==> src/rtl/ram_result_reader.sv <==
// Result SRAM read-back: fetches NUM_WORDS words over the cs_n/ry handshake and
// streams each one MSB-first on p_out_o under a valid/ready handshake.
module ram_result_reader #(
   parameter int                ADDR_W    = 8,
   parameter int                DATA_W    = 32,
   parameter int                NUM_WORDS = 16,
   parameter logic [ADDR_W-1:0] BASE_ADDR = {ADDR_W{1'b0}}
) (
   input  logic              clk_i,
   input  logic              rst_ni,
   input  logic              rd_start_i,
   output logic              cs_n_o,
   output logic              we_n_o,
   output logic [ADDR_W-1:0] address_o,
   input  logic [DATA_W-1:0] read_data_i,
   input  logic              ry_i,
   input  logic              out_ready_i,
   output logic              p_out_o,
   output logic              p_valid_o,
   output logic              busy_o,
   output logic              ram_done_o
);

   localparam int CNT_W = (DATA_W > 1) ? $clog2(DATA_W) : 1;
   localparam logic [CNT_W-1:0]  LAST_BIT  = CNT_W'(DATA_W - 1);
   localparam logic [ADDR_W:0]   LAST_WORD = (ADDR_W + 1)'(NUM_WORDS - 1);

   localparam logic [1:0] IDLE  = 2'd0;
   localparam logic [1:0] REQ   = 2'd1;
   localparam logic [1:0] SHIFT = 2'd2;
   localparam logic [1:0] DONE  = 2'd3;

   logic [1:0]        state_q,    state_d;
   logic              cs_n_q,     cs_n_d;
   logic [ADDR_W-1:0] address_q,  address_d;
   logic [DATA_W-1:0] shreg_q,    shreg_d;
   logic [CNT_W-1:0]  bit_cnt_q,  bit_cnt_d;
   logic [ADDR_W:0]   word_cnt_q, word_cnt_d;
   logic              p_valid_q,  p_valid_d;
   logic              busy_q,     busy_d;
   logic              ram_done_q, ram_done_d;
   logic              xfer_s;

   assign xfer_s = p_valid_q & out_ready_i;

   // Next-state and datapath decisions for the read-out FSM
   always_comb begin
      state_d    = state_q;
      cs_n_d     = cs_n_q;
      address_d  = address_q;
      shreg_d    = shreg_q;
      bit_cnt_d  = bit_cnt_q;
      word_cnt_d = word_cnt_q;
      p_valid_d  = p_valid_q;
      ram_done_d = 1'b0;
      case (state_q)
         IDLE: begin
            if (rd_start_i) begin
               state_d    = REQ;
               cs_n_d     = 1'b0;
               address_d  = BASE_ADDR;
               word_cnt_d = {(ADDR_W + 1){1'b0}};
            end else begin
               state_d = IDLE;
            end
         end
         REQ: begin
            if (ry_i && !cs_n_q) begin
               shreg_d   = read_data_i;
               cs_n_d    = 1'b1;
               p_valid_d = 1'b1;
               bit_cnt_d = {CNT_W{1'b0}};
               state_d   = SHIFT;
            end else begin
               state_d = REQ;
            end
         end
         SHIFT: begin
            if (xfer_s) begin
               shreg_d   = {shreg_q[DATA_W-2:0], 1'b0};
               bit_cnt_d = bit_cnt_q + CNT_W'(1);
               if (bit_cnt_q == LAST_BIT) begin
                  p_valid_d = 1'b0;
                  // Address wraps naturally at the top of the SRAM range
                  if (word_cnt_q < LAST_WORD) begin
                     word_cnt_d = word_cnt_q + (ADDR_W + 1)'(1);
                     address_d  = address_q + ADDR_W'(1);
                     cs_n_d     = 1'b0;
                     state_d    = REQ;
                  end else begin
                     address_d  = BASE_ADDR;
                     ram_done_d = 1'b1;
                     state_d    = DONE;
                  end
               end else begin
                  state_d = SHIFT;
               end
            end else begin
               state_d = SHIFT;
            end
         end
         DONE: begin
            state_d = IDLE;
         end
         default: begin
            state_d = IDLE;
         end
      endcase
      busy_d = (state_d != IDLE);
   end

   // State and output registers
   always_ff @(posedge clk_i or negedge rst_ni) begin
      if (!rst_ni) begin
         state_q    <= IDLE;
         cs_n_q     <= 1'b1;
         address_q  <= BASE_ADDR;
         shreg_q    <= {DATA_W{1'b0}};
         bit_cnt_q  <= {CNT_W{1'b0}};
         word_cnt_q <= {(ADDR_W + 1){1'b0}};
         p_valid_q  <= 1'b0;
         busy_q     <= 1'b0;
         ram_done_q <= 1'b0;
      end else begin
         state_q    <= state_d;
         cs_n_q     <= cs_n_d;
         address_q  <= address_d;
         shreg_q    <= shreg_d;
         bit_cnt_q  <= bit_cnt_d;
         word_cnt_q <= word_cnt_d;
         p_valid_q  <= p_valid_d;
         busy_q     <= busy_d;
         ram_done_q <= ram_done_d;
      end
   end

   assign cs_n_o     = cs_n_q;
   assign we_n_o     = 1'b1;
   assign address_o  = address_q;
   assign p_out_o    = shreg_q[DATA_W-1];
   assign p_valid_o  = p_valid_q;
   assign busy_o     = busy_q;
   assign ram_done_o = ram_done_q;

endmodule

==> config.mk <==
export PLATFORM = sky130hd
export DESIGN_NAME = ram_result_reader
export DESIGN_NICKNAME = d
export VERILOG_FILES = /design/src/rtl/ram_result_reader.sv
export SDC_FILE = /design/constraint.sdc
export NUM_CORES = 1
export LEC_CHECK = 0
export BUFFER_PORTS_ARGS = -buffer_cell sky130_fd_sc_hd__buf_2
export CAP_MARGIN = 20
export CORE_AREA = 10 10 86 88
export DETAILED_ROUTE_END_ITERATION = 6
export DIE_AREA = 0 0 96 98
export HOLD_SLACK_MARGIN = 0.12
export PLACE_DENSITY = 0.75
export SLEW_MARGIN = 20
export SYNTH_ARGS = -nofsm -noshare
export SYNTH_HDL_FRONTEND = slang
export SYNTH_SLANG_ARGS = --single-unit
==> constraint.sdc <==
create_clock -name clk_i -period 3.2 [get_ports clk_i]
set_input_delay 0 -clock clk_i [delete_from_list [all_inputs] [get_ports clk_i]]
set_output_delay 0 -clock clk_i [all_outputs]
set_load 0.1 [all_outputs]
# Yosys cells after proc, flatten, opt, wreduce, memory -nomap -nowiden
# Index checks and enable logic that the tools add are counted.
word_totals:
  regBits: 60
  latch_bits: 0
  mem_bits_rw: 0
  mem_bits_ro: 0
  out_inout_bits: 14
  wordCells: 70
  mem_count: 0
classes:
  n_addsub: 3
  mul: 0
  div_mod_pow: 0
  order_cmp: 1
  eq_ne: 9
  shift: 0
  muxes: 35
  n_bitwise: 1
  n_reduce_logical: 12
ops:
  columns: ["cell", "n"]
  rows:
  - ["32-bit two-way mux", 2]
  - ["32-bit case mux with 2 select lines", 1]
  - ["9-bit two-way mux", 4]
  - ["8-bit two-way mux", 4]
  - ["9-bit case mux with 2 select lines", 1]
  - ["8-bit case mux with 2 select lines", 1]
  - ["1-bit two-way mux", 12]
  - ["5-bit two-way mux", 2]
  - ["2-bit != test, second input constant", 5]
  - ["5-bit case mux with 2 select lines", 1]
  - ["9-bit by 1-bit adder with 9-bit output, second input constant", 1]
  - ["9-bit by 4-bit < comparator with 1-bit output, second input constant", 1]
  - ["8-bit by 1-bit adder with 8-bit output, second input constant", 1]
  - ["2-bit two-way mux", 4]
  - ["2-bit case mux with 4 select lines", 1]
  - ["4-bit AND reduction", 2]
  - ["6-bit AND reduction", 1]
  - ["2-bit nonzero test", 3]
  - ["5-bit by 1-bit adder with 5-bit output, second input constant", 1]
  - ["5-bit == test, second input constant", 1]
  - ["5-bit AND reduction", 1]
  - ["2-bit == test, second input constant", 2]
  - ["1-bit case mux with 3 select lines", 1]
  - ["3-bit AND reduction", 1]
  - ["other kinds (7)", 7]

# Depth between registers and ports, before layout
# Gate-level depths: netlist of the first run.
logic_depth:
  depth_word: 6
  ltp_mapped: 8

# Worst setup path after synthesis of the first run
# No wires, ideal clock.
synth_timing:
  path_kind: "register to register"
  from: "register cs_n_q, in the netlist cs_n_o"
  to: "register shreg_q[2]"
  t_arrival_ns: 1.988
  required_time_ns: 3.117
  slack_ns: 1.129
  stages_incl_launch_ff: 8
  n_path_buf: 3
  path_cell_list: "dfstp_2 > nor4bb_1 > clkbuf_1 > nor2_1 > clkbuf_1 > clkbuf_1 > nand2_1 > o21ai_0"
synth_between:
  elab_chain_cells: 4
synth_lines:
  columns: ["item", "line", "source"]
  rows:
  - ["from (decl)", "34", "logic cs_n_q, cs_n_d;"]
  - ["from (signal assigned)", "126", "cs_n_q <= cs_n_d;"]
  - ["1-bit zero test", "68", "if (ry_i && !cs_n_q) begin"]
  - ["1-bit logical AND", "68", null]
  - ["2-bit != test (no line)", null, null]
  - ["3-bit AND reduction (no line)", null, null]
  - ["to (signal assigned)", "118", "shreg_q <= {DATA_W{1'b0}};"]
  - ["to (signal assigned)", "128", "shreg_q <= shreg_d;"]
  - ["to (decl)", "36", "logic [DATA_W-1:0] shreg_q, shreg_d;"]
# Every way passes these cells.
# A chain may end at the register's enable or synchronous reset.

# Worst setup path in the final report of the first run
layout_timing:
  from: "register bit_cnt_q[0]"
  to: "register state_q[0]"
layout_between:
  elab_chain_cells: 4
layout_lines:
  columns: ["item", "line", "source"]
  rows:
  - ["from (decl)", "37", "logic [CNT_W-1:0] bit_cnt_q, bit_cnt_d;"]
  - ["from (signal assigned)", "119", "bit_cnt_q <= {CNT_W{1'b0}};"]
  - ["from (signal assigned)", "129", "bit_cnt_q <= bit_cnt_d;"]
  - ["5-bit == test", "82", "if (bit_cnt_q == LAST_BIT) begin"]
  - ["2-bit two-way mux", "82", null]
  - ["2-bit two-way mux", "79", "if (xfer_s) begin"]
  - ["2-bit case mux with 4 select lines", "56", "case (state_q)"]
  - ["net state_d[0]", "33", "logic [1:0] state_q, state_d;"]
  - ["to (signal assigned)", "125", "state_q <= state_d;"]
  - ["to (decl)", "33", null]
# The timed path passes the listed nets, and every way through them passes these cells.

==> run_results.csv, run 1 <==
group,metric,value,unit
sta,whs,0.211,ns
grt,antenna_found_initial,0,
floorplan,die_w,96,um
routing,ant_nets,0,
clocking,worstSkewPairLatency,0.33,ns
clocking,numCtsBuffers,9,
pwr,power,2.80,mW
finish,seq_area,1500,um2
placed_design,post-dp-hpwl,4090,um
finish,n_antenna_cell,0,
critical_path,crit_start,"bit_cnt_q[0]",
critical_path,worstPathCellList,"ha_1 > and3_1 > ha_1 > and3_1 > nand2_1 > o31ai_1 > dlygate4sd3_1",
synth,synth_compound_area_frac,0.118,
synth,synth_top_family_by_area,"simple AND/OR/NAND/NOR gates",
synth,synthMuxAreaShare,0.128,
sta,worstMarginPinSlew,0.712,ns
finish,multi_input_area,1210,um2
finish,nNetsFinal,390,
synth,syn_nets,305,
pwr,leakage,1.76,nW
sta,fin_worst_skew,0.00706,ns
critical_path,worstReg2RegStart,"bit_cnt_q[0]",
routing,wl,6230,um
floorplan,io_pins,51,
floorplan,die-area,9410,um2
pwr,p_per_area,759,nW/um2
placed_design,post_dp_cell_area,3080,um2
outcome,status,"completed",
synth,ys_top_cells_by_area,"dfrtp_1 53%, mux2i_1 12%, o21ai_0 6.5%, nand2_1 6.2%, ha_1 1.8%",
synth,synth_top_area_cell,"dfrtp_1",
routing,routedWlPerCell,14.5,um
clocking,htreeDepth,3,
routing,drtIter0Drc,79,
routing,vias,2230,
placed_design,gp_congestion,0.806,
finish,syn2layout_area_growth,33.3,%
critical_path,end_kind,"register",
synth,yosys.cell_count.top_type,"dfrtp_1",
finish,drive_above_1_share,0.220,
routing,drt_first_pass_iters,4,
sta,finalCriticalPeriod,2.09,ns
synth,netlist_instances,264,
sta,setup_viol,0,
grt,track_usage,0.142,
sta,worst_slack,1.11,ns
grt,grt_pass1_vias,2294,
finish,fillers,468,
placed_design,port_buffers,49,
clocking,cts.path.max_buffers,2,
synth,ys_ff_latch,60,
critical_path,crit_slowest_cell,"dlygate4sd3_1",
placed_design,placed_cells,375,
synth,yosysWarnings,0,
sta,fmax,479,MHz
sta,slew_headroom,0.525,
floorplan,initial_core_util,0.482,
finish,final_cells,429,
sta,hold_viol,0,
critical_path,critPathLaunchType,"register",
synth,ys_seq_area_frac,0.542,
synth,synth_xor_area_frac,0.00949,
run,drv_cap,0,
grt,grt_max_degree,65,
sta,finalCritPeriodShare,0.652,
synth,synth_top_area_share,0.533,
synth,postSynthAreaPerCell,10.5,um2
grt,grt_pass1_wl,10900,um
clocking,cts-resized-gates,0,
synth,ys_types,34,
worst_hold_path,min-delay-start,"ry_i",
critical_path,worst-path-max-fanout,5,
clocking,cts_sinks,60,
clocking,cts_root_buffer,"clkbuf_8",
routing,drt_drc_violations_left,0,
floorplan,core_area,5750,um2
clocking,clk_pin_slew_worst_paths,0.06,ns
critical_path,worst-path-buf-inv,1,
pwr,ir_worst_vdd,0.489,mV
synth,synth_commonest_cells,"59 x dfrtp_1, 46 x nand2_1, 36 x o21ai_0",
sta,fin_tns_setup,0,ns
critical_path,worstPathArrival,2.29,ns
synth,netlist_area,2770,um2
synth,synth_edf_count,0,
critical_path,cp_slowest_stage_delay,0.58,ns
synth,yosys_most_used_dff,"dfrtp_1",
critical_path,critical-path-top-delay-family,"buffers and inverters",
critical_path,criticalPathCategory,"register to register",
grt,grt-ovfl-total,0,
finish,final_cell_area,3690,um2
worst_hold_path,worstHoldPathType,"primary input to register",
sta,rsz0062_at_grt,"no",
floorplan,num_rows,28,
synth,synth-simple-area-share,0.155,
synth,async_reset_ff_frac,1.00,
placed_design,place_ws,1.20,ns
synth,synth_fa_ha_area_frac,0.0181,
finish,fin_util,0.643,
clocking,cts_tree,"done",
routing,vias_per_cell,5.20,
floorplan,fp.dieH,98,um
critical_path,cp_data_required_time,3.40,ns
sta,drv_slew,0,
-- kinds of logic after synthesis --
kind of cell | Yosys count
muxes | 35
other | 1
buffers and inverters | 17
DFF | 60
adders and majority gates | 4
xor gates and xnor gates | 3
and+or+nand+nor | 88
AOI/OAI and AO/OA | 56
-- state kept, by name, indices dropped and copies added, names as in the netlist --
signal / flops
busy_o: 1
address_o: 8
word_cnt_q: 9
state_q: 2
bit_cnt_q: 5
p_valid_o: 1
cs_n_o: 1
shreg_q: 32
ram_done_o: 1
-- tightest hold or removal path: stages --
cell and delay (ns):
buf_2 0.10, nor4bb_1 0.13, buf_4 0.16, nor2_1 0.10
-- placed cells by master, fill, tap and decap left out, types with 3 or more instances in the layout --
cell / count
a21o_1: 4
a22o_1: 4
a31oi_1: 6
and3_1: 5
buf_2: 49
buf_4: 4
clkbuf_8: 12
dfrtp_1: 59
dlygate4sd3_1: 38
ha_1: 4
mux2_2: 3
mux2i_1: 32
nand2_1: 46
nand3_1: 8
nor2_1: 6
nor2b_1: 5
nor3_1: 3
o21ai_0: 36
-- where the power goes --
| group | internal, mW | switching (mW) | total (mW) |
|---|---|---|---|
| Clock | 0.500 | 0.293 | 0.793 |
| Sequential | 0.990 | 0.147 | 1.14 |
| Combinational | 0.314 | 0.560 | 0.874 |
| Total | 1.80 | 1.00 | 2.80 |
-- final timing paths --
path                                 to  slack, ns  depth (start not counted)
setup / recovery             state_q[0]       1.11                          7
hold reg to reg             shreg_q[10]       0.48                          2
min in group asynchronous  address_o[6]       0.61                          3
setup reg to reg             state_q[0]       1.11                          7
max in group asynchronous  address_o[1]       1.49                          4
hold / removal             bit_cnt_q[3]       0.21                          4
-- area by class of cell --
cell class                 count  area share
tap                           75      0.0254
multi-input combinational    187       0.327
sequential                    60       0.407
clock buffer                  12      0.0447
timing repair buffer          91       0.178
clock inverter                 4      0.0190
-- metal layers --
layer / GRT usage / routed length, um / vias up
met2: 0.221 / 3010 / 54
met5: 0 / 0 / -
met4: 0.0613 / 99 / 0
met3: 0.0459 / 426 / 11
met1: 0.175 / 2690 / 1062
li1: - / - / 1103
-- timing repair --
| item | in CTS | in global routing |
|---|---|---|
| buffers inserted | 0 | 0 |
| hold buffers | 38 | 0 |
| endpoints found under the setup margin | 0 | 0 |
| endpoints found under the hold margin | 54 | 0 |
Note: power is estimated with default switching activity, not from simulation.
==> run 2, diff against run 1 <==
--- a/config.mk
+++ b/config.mk
@@ -5,11 +5,12 @@
 export SDC_FILE = /design/constraint.sdc
 export NUM_CORES = 1
 export LEC_CHECK = 0
+export ABC_AREA = 1
 export BUFFER_PORTS_ARGS = -buffer_cell sky130_fd_sc_hd__buf_2
 export CAP_MARGIN = 20
-export CORE_AREA = 10 10 86 88
+export CORE_AREA = 10 10 90 92
 export DETAILED_ROUTE_END_ITERATION = 6
-export DIE_AREA = 0 0 96 98
+export DIE_AREA = 0 0 100 102
 export HOLD_SLACK_MARGIN = 0.12
 export PLACE_DENSITY = 0.75
 export SLEW_MARGIN = 20
==> constraint.sdc (replaced) <==
create_clock -name clk_i -period 2 [get_ports clk_i]
set_input_delay 0 -clock clk_i [delete_from_list [all_inputs] [get_ports clk_i]]
set_output_delay 0 -clock clk_i [all_outputs]
set_load 0.1 [all_outputs]
==> run 2 against run 1 <==
Combinational power fell by 85%. Register-to-register slack lost 0.90 ns. Clock power up 73%. Cell area is 8.4% higher.
==> run_results.csv, run 2 <==
group,metric,value,unit
sta,finalCritPeriodShare,0.895,
grt,grt_max_degree,75,
placed_design,placed_cells,485,
routing,vias,2669,
floorplan,num_rows,29,
critical_path,cp_data_required_time,2.23,ns
routing,drt_drc_violations_left,0,
critical_path,worstPathCellList,"ha_1 > nand2_1 > nor2_1 > ha_1 > nand3_1 > nand2_2 > nand3_2 > inv_2 > nand2_2 > inv_2 > nor2_1",
sta,drv_slew,0,
floorplan,io_pins,51,
routing,drt_first_pass_iters,5,
sta,rsz0062_at_grt,"no",
pwr,p_per_area,678,nW/um2
routing,routedWlPerCell,13.5,um
synth,postSynthAreaPerCell,8.38,um2
synth,synth_compound_area_frac,0.157,
synth,synth_top_area_cell,"dfrtp_1",
routing,drtIter0Drc,126,
routing,ant_nets,0,
finish,nNetsFinal,496,
placed_design,post_dp_cell_area,3390,um2
clocking,cts_root_buffer,"clkbuf_8",
finish,final_common_cell,"nand2_1",
clocking,cts_tree,"done",
synth,async_reset_ff_frac,1.00,
clocking,cts.path.max_buffers,2,
synth,synth_top_area_share,0.475,
synth,yosys.cell_count.top_type,"nand2_1",
grt,grt_pass1_vias,2621,
critical_path,criticalPathCategory,"register to register",
pwr,ir_worst_vdd,0.623,mV
finish,largest_reg_flops,32,
synth,yosys_most_used_dff,"dfrtp_1",
critical_path,worstPathArrival,2.02,ns
placed_design,post-dp-hpwl,4610,um
critical_path,end_kind,"register",
synth,synth_commonest_cells,"93 x nand2_1, 59 x dfrtp_1, 54 x inv_1",
synth,synth_edf_count,0,
synth,yosysWarnings,0,
critical_path,cp_slowest_stage_delay,0.39,ns
floorplan,initial_core_util,0.496,
grt,track_usage,0.148,
routing,wl,7270,um
grt,grt-ovfl-total,0,
clocking,cts_sinks,60,
floorplan,die_w,100,um
synth,ys_top_cells_by_area,"dfrtp_1 47%, nand2_1 11%, o211ai_1 7.2%, inv_1 6.5%, o21ai_0 4.0%",
grt,grt_pass1_wl,12200,um
pwr,leakage,2.02,nW
synth,netlist_area,3110,um2
synth,netlist_instances,371,
outcome,status,"completed",
placed_design,port_buffers,49,
critical_path,critPathLaunchType,"register",
sta,worst_slack,0.210,ns
sta,worstMarginPinSlew,0.501,ns
clocking,numCtsBuffers,9,
synth,synth_xor_area_frac,0.00563,
finish,fin_util,0.638,
sta,fin_worst_skew,0.00948,ns
clocking,htreeDepth,3,
sta,hold_viol,0,
synth,ys_ff_latch,60,
worst_hold_path,worstHoldPathType,"primary input to async pin",
sta,finalCriticalPeriod,1.79,ns
synth,synthMuxAreaShare,0,
synth,ys_seq_area_frac,0.483,
critical_path,crit_slowest_cell,"dfrtp_1",
sta,whs,0.166,ns
finish,final_cells,538,
placed_design,gp_congestion,0.859,
routing,vias_per_cell,4.96,
synth,ys_types,28,
synth,synth_top_family_by_area,"simple AND/OR/NAND/NOR gates",
critical_path,worst-path-max-fanout,9,
sta,setup_viol,0,
grt,antenna_found_initial,1,
synth,syn_nets,412,
clocking,worstSkewPairLatency,0.34,ns
pwr,power,2.72,mW
synth,synth_fa_ha_area_frac,0.0161,
floorplan,core_area,6280,um2
sta,fin_tns_setup,0,ns
floorplan,die-area,10200,um2
run,drv_cap,0,
finish,syn2layout_area_growth,28.7,%
clocking,clk_pin_slew_worst_paths,0.07,ns
finish,final_cell_area,4000,um2
finish,regMostFlops,"shreg_q",
finish,most-common-layout-cells,"93 x nand2_1, 59 x dfrtp_1, 54 x inv_1",
sta,fmax,559,MHz
finish,drive_above_1_share,0.204,
floorplan,fp.dieH,102,um
placed_design,place_ws,0.244,ns
synth,synth-simple-area-share,0.226,
critical_path,ff2ff_path_depth,11,
sta,slew_headroom,0.666,
==> run 2: metal layers <==
metal | part of all wire | GRT usage | vias up
met4 | 0.021 | 0.0924 | 0
met3 | 0.033 | 0.0297 | 12
li1 | - | - | 1367
met5 | 0 | 0 | -
met2 | 0.49 | 0.237 | 45
met1 | 0.45 | 0.179 | 1245
==> run 2: logic make-up (layout without fill, tap and decap cells) <==
logic type	Yosys count	after routing
other	1	2
adders and majority gates	4	4
DFF	60	60
and+or+nand+nor	157	157
xor gates and xnor gates	2	2
buffers and inverters	74	163
AOI/OAI and AO/OA	73	73
==> run 2: where the power goes <==
| group | internal (mW) | leakage (nW) | switching (mW) | total, mW |
|---|---|---|---|---|
| clock network | 0.895 | 0.127 | 0.477 | 1.37 |
| registers | 1.21 | 0.636 | 0 | 1.21 |
| logic | 0.0746 | 1.25 | 0.0564 | 0.131 |
==> run 2: area by class of cell <==
| class | count | area, um2 |
|---|---|---|
| fillers | 509 | 2270 |
| flip-flops and latches | 60 | 1500 |
| multi-input cells | 237 | 1260 |
| repair buffers | 89 | 673 |
| inverters | 58 | 218 |
| clock buffers | 12 | 155 |
| well taps | 77 | 96.3 |
| clock inverters | 4 | 95.1 |
| diodes | 1 | 2.50 |
==> run 2: final timing paths <==
check / startpoint / to / slack, ns
hold reg to reg: bit_cnt_q[4] / bit_cnt_q[4] / 0.49
setup reg to reg: bit_cnt_q[0] / word_cnt_q[6] / 0.21
max in group asynchronous: rst_ni / cs_n_o / 1.18
hold / removal: rst_ni / shreg_q[28] / 0.17
min in group clk_i: read_data_i[0] / shreg_q[0] / 0.45
setup / recovery: bit_cnt_q[0] / word_cnt_q[6] / 0.21
==> run 2: timing repair <==
action / 4_1_cts / 5_1_grt
endpoints found under the hold margin: 99 / 0
hold buffers: 36 / 0
setup buffers: 0 / 0
resized for setup: 0 / 0
==> run 2: critical path: cells and delay by family, from the launching register on <==
kind	cells	cell delay (ns)
simple gates	7	0.69
fa+ha+maj	2	0.34
buf+inv	2	0.26
flops	1	0.39
==> run 3, diff against run 2 <==
--- a/config.mk
+++ b/config.mk
@@ -5,12 +5,11 @@
 export SDC_FILE = /design/constraint.sdc
 export NUM_CORES = 1
 export LEC_CHECK = 0
-export ABC_AREA = 1
 export BUFFER_PORTS_ARGS = -buffer_cell sky130_fd_sc_hd__buf_2
 export CAP_MARGIN = 20
-export CORE_AREA = 10 10 90 92
+export CORE_AREA = 10 10 86 88
 export DETAILED_ROUTE_END_ITERATION = 6
-export DIE_AREA = 0 0 100 102
+export DIE_AREA = 0 0 96 98
 export HOLD_SLACK_MARGIN = 0.12
 export PLACE_DENSITY = 0.75
 export SLEW_MARGIN = 20
==> run 3 against run 2 <==
Power grew 64%. Combinational power grew to 11 times the previous value. Via count shrank 16%. Clock-buffer cell count grew 1. Clock power shrank 16%. Largest cell class unchanged. Highest routed layer unchanged.
==> run_results.csv, run 3 (synthesis gave the netlist of run 1 again) <==
group,metric,value,unit
floorplan,core_area,5750,um2
pwr,p_per_area,1180,nW/um2
sta,finalCritPeriodShare,0.983,
critical_path,ff2ff_path_depth,4,
pwr,p_clk_frac,0.257,
finish,largest_reg_flops,32,
placed_design,placed_cells,381,
sta,whs,0.233,ns
sta,hold_viol,0,
routing,drt_first_pass_iters,4,
pwr,switchingPower,1.61,mW
sta,fin_worst_skew,0.00968,ns
floorplan,initial_core_util,0.482,
routing,wl,6410,um
floorplan,num_rows,28,
sta,slew_headroom,0.557,
grt,grt_max_degree,64,
clocking,clk_pin_slew_worst_paths,0.07,ns
critical_path,worstReg2RegStart,"word_cnt_q[7]",
critical_path,worst-path-buf-inv,0,
critical_path,crit_slowest_cell,"or4_4",
finish,final_common_cell,"dfrtp_1",
sta,rsz0062_at_grt,"yes",
grt,antenna_found_initial,1,
finish,regMostFlops,"shreg_q",
finish,final_cells,434,
pwr,leakage,1.78,nW
critical_path,reg2reg_slack,0.03,ns
routing,drt_drc_violations_left,0,
placed_design,post-dp-hpwl,4060,um
clocking,cts_root_buffer,"clkbuf_8",
finish,fillers,443,
critical_path,worstPathCellList,"or4_4 > or4_4 > or4_4 > nand3_2",
critical_path,cp_data_required_time,2.28,ns
floorplan,fp.dieH,98,um
routing,ant_nets,0,
pwr,p_int,2.84,mW
clocking,cts_tree,"done",
worst_hold_path,worstHoldPathType,"primary input to async pin",
grt,grt_pass1_wl,10700,um
clocking,cts.path.max_buffers,2,
floorplan,die-area,9410,um2
routing,drtIter0Drc,108,
clocking,post-cts-setup-buffers,0,
finish,drive_above_1_share,0.257,
critical_path,cpMostUsedCell,"or4_4",
critical_path,criticalPathCategory,"register to register",
placed_design,gp_congestion,0.776,
sta,setup_viol,0,
finish,syn2layout_area_growth,36.1,%
clocking,numCtsBuffers,9,
pwr,pwr-share-seq,0.408,
finish,nNetsFinal,394,
placed_design,place_ws,0.00472,ns
finish,most-common-layout-cells,"55 x dfrtp_1, 49 x buf_2, 46 x nand2_1",
run,drv_cap,0,
critical_path,end_kind,"register",
critical_path,cp_slowest_stage_delay,0.54,ns
sta,drv_slew,0,
placed_design,post_dp_cell_area,3170,um2
clocking,worstSkewPairLatency,0.33,ns
pwr,swShare,0.362,
floorplan,die_w,96,um
outcome,status,"completed",
clocking,cts_sinks,60,
routing,routedWlPerCell,14.8,um
routing,vias,2231,
floorplan,io_pins,51,
grt,grt-ovfl-total,0,
critical_path,critical-path-top-delay-family,"simple AND/OR/NAND/NOR gates",
routing,vias_per_cell,5.14,
critical_path,critPathLaunchType,"register",
sta,fmax,509,MHz
pwr,ir_worst_vdd,0.934,mV
critical_path,worst-path-max-fanout,2,
placed_design,port_buffers,49,
critical_path,r2r_end,"address_o[5]",
grt,grt_pass1_vias,2219,
finish,final_cell_area,3770,um2
critical_path,worstPathArrival,2.24,ns
sta,worst_slack,0.0336,ns
grt,track_usage,0.143,
sta,finalCriticalPeriod,1.97,ns
clocking,htreeDepth,3,
pwr,pwr-share-comb,0.335,
sta,worstMarginPinSlew,0.665,ns
==> run 3: cell types whose count changed in the layout (fill, tap and decap cells not counted), sizes merged, moves of 4 or more <==
cell    before  now
a22o         0    4
and3         0    5
nor2b        0    6
a31oi        0    6
nand2       98   46
inv         58    0
a21o         0    4
buf         53   59
nor2        29    7
mux2i        0   32
o211ai      30    0
o21bai       4    0
nand3       24    8
==> run 3: layer usage <==
| layer | GRT usage | part of all wire |
|---|---|---|
| met3 | 0.0551 | 0.062 |
| met5 | 0 | 0 |
| met1 | 0.170 | 0.42 |
| met2 | 0.226 | 0.50 |
| met4 | 0.0568 | 0.010 |
==> run 3: timing repair <==
action,4_1_cts,5_1_grt
pin swaps,0,0
endpoints found under the setup margin,1,4
hold endpoints to repair,66,0
hold buffers,36,0
gates cloned,0,0
resized for setup,1,5
==> run 3: worst max path at each step <==
stage	startpoint	end	slack (ns)	depth (start not counted)
6_report	word_cnt_q[7]	address_o[5]	0.03	4
5_1_grt	word_cnt_q[7]	address_o[5]	-0.009	4
4_1_cts	word_cnt_q[7]	address_o[5]	0.002	4
3_5_place_dp	bit_cnt_q[0]	word_cnt_q[0]	0.005	7
3_3_place_gp	bit_cnt_q[0]	word_cnt_q[0]	0.1	7
2_1_floorplan	cs_n_o	shreg_q[2]	0.03	7
==> run 3: through the flow <==
stage | power, mW | utilization | TNS, ns
floorplan | 2.87 | - | 0
global placement | 3.20 | 0.552 | 0
detailed placement | 3.26 | 0.552 | 0
CTS | 4.47 | 0.652 | 0
global route | 4.75 | 0.656 | -0.00924
finish | 4.46 | 0.656 | 0
==> run 3: layout make-up <==
cell class / instances / area, um2 / share of cell area
Antenna cell: 1 / 2.50 / 0.000664
Clock buffer: 13 / 169 / 0.0448
Clock inverter: 3 / 43.8 / 0.0116
Multi-Input combinational cell: 187 / 1230 / 0.327
Sequential cell: 60 / 1510 / 0.401
Tap cell: 75 / 93.8 / 0.0249
Timing Repair Buffer: 95 / 718 / 0.191
==> run 3: power groups by stage <==
| stage | registers, mW | logic, mW | clock network [mW] |
|---|---|---|---|
| floorplan | 2.02 | 0.844 | 0 |
| global placement | 1.82 | 1.38 | 0 |
| detailed placement | 1.83 | 1.42 | 0 |
| CTS | 1.81 | 1.48 | 1.17 |
| global route | 1.86 | 1.66 | 1.23 |
| finish | 1.82 | 1.49 | 1.15 |
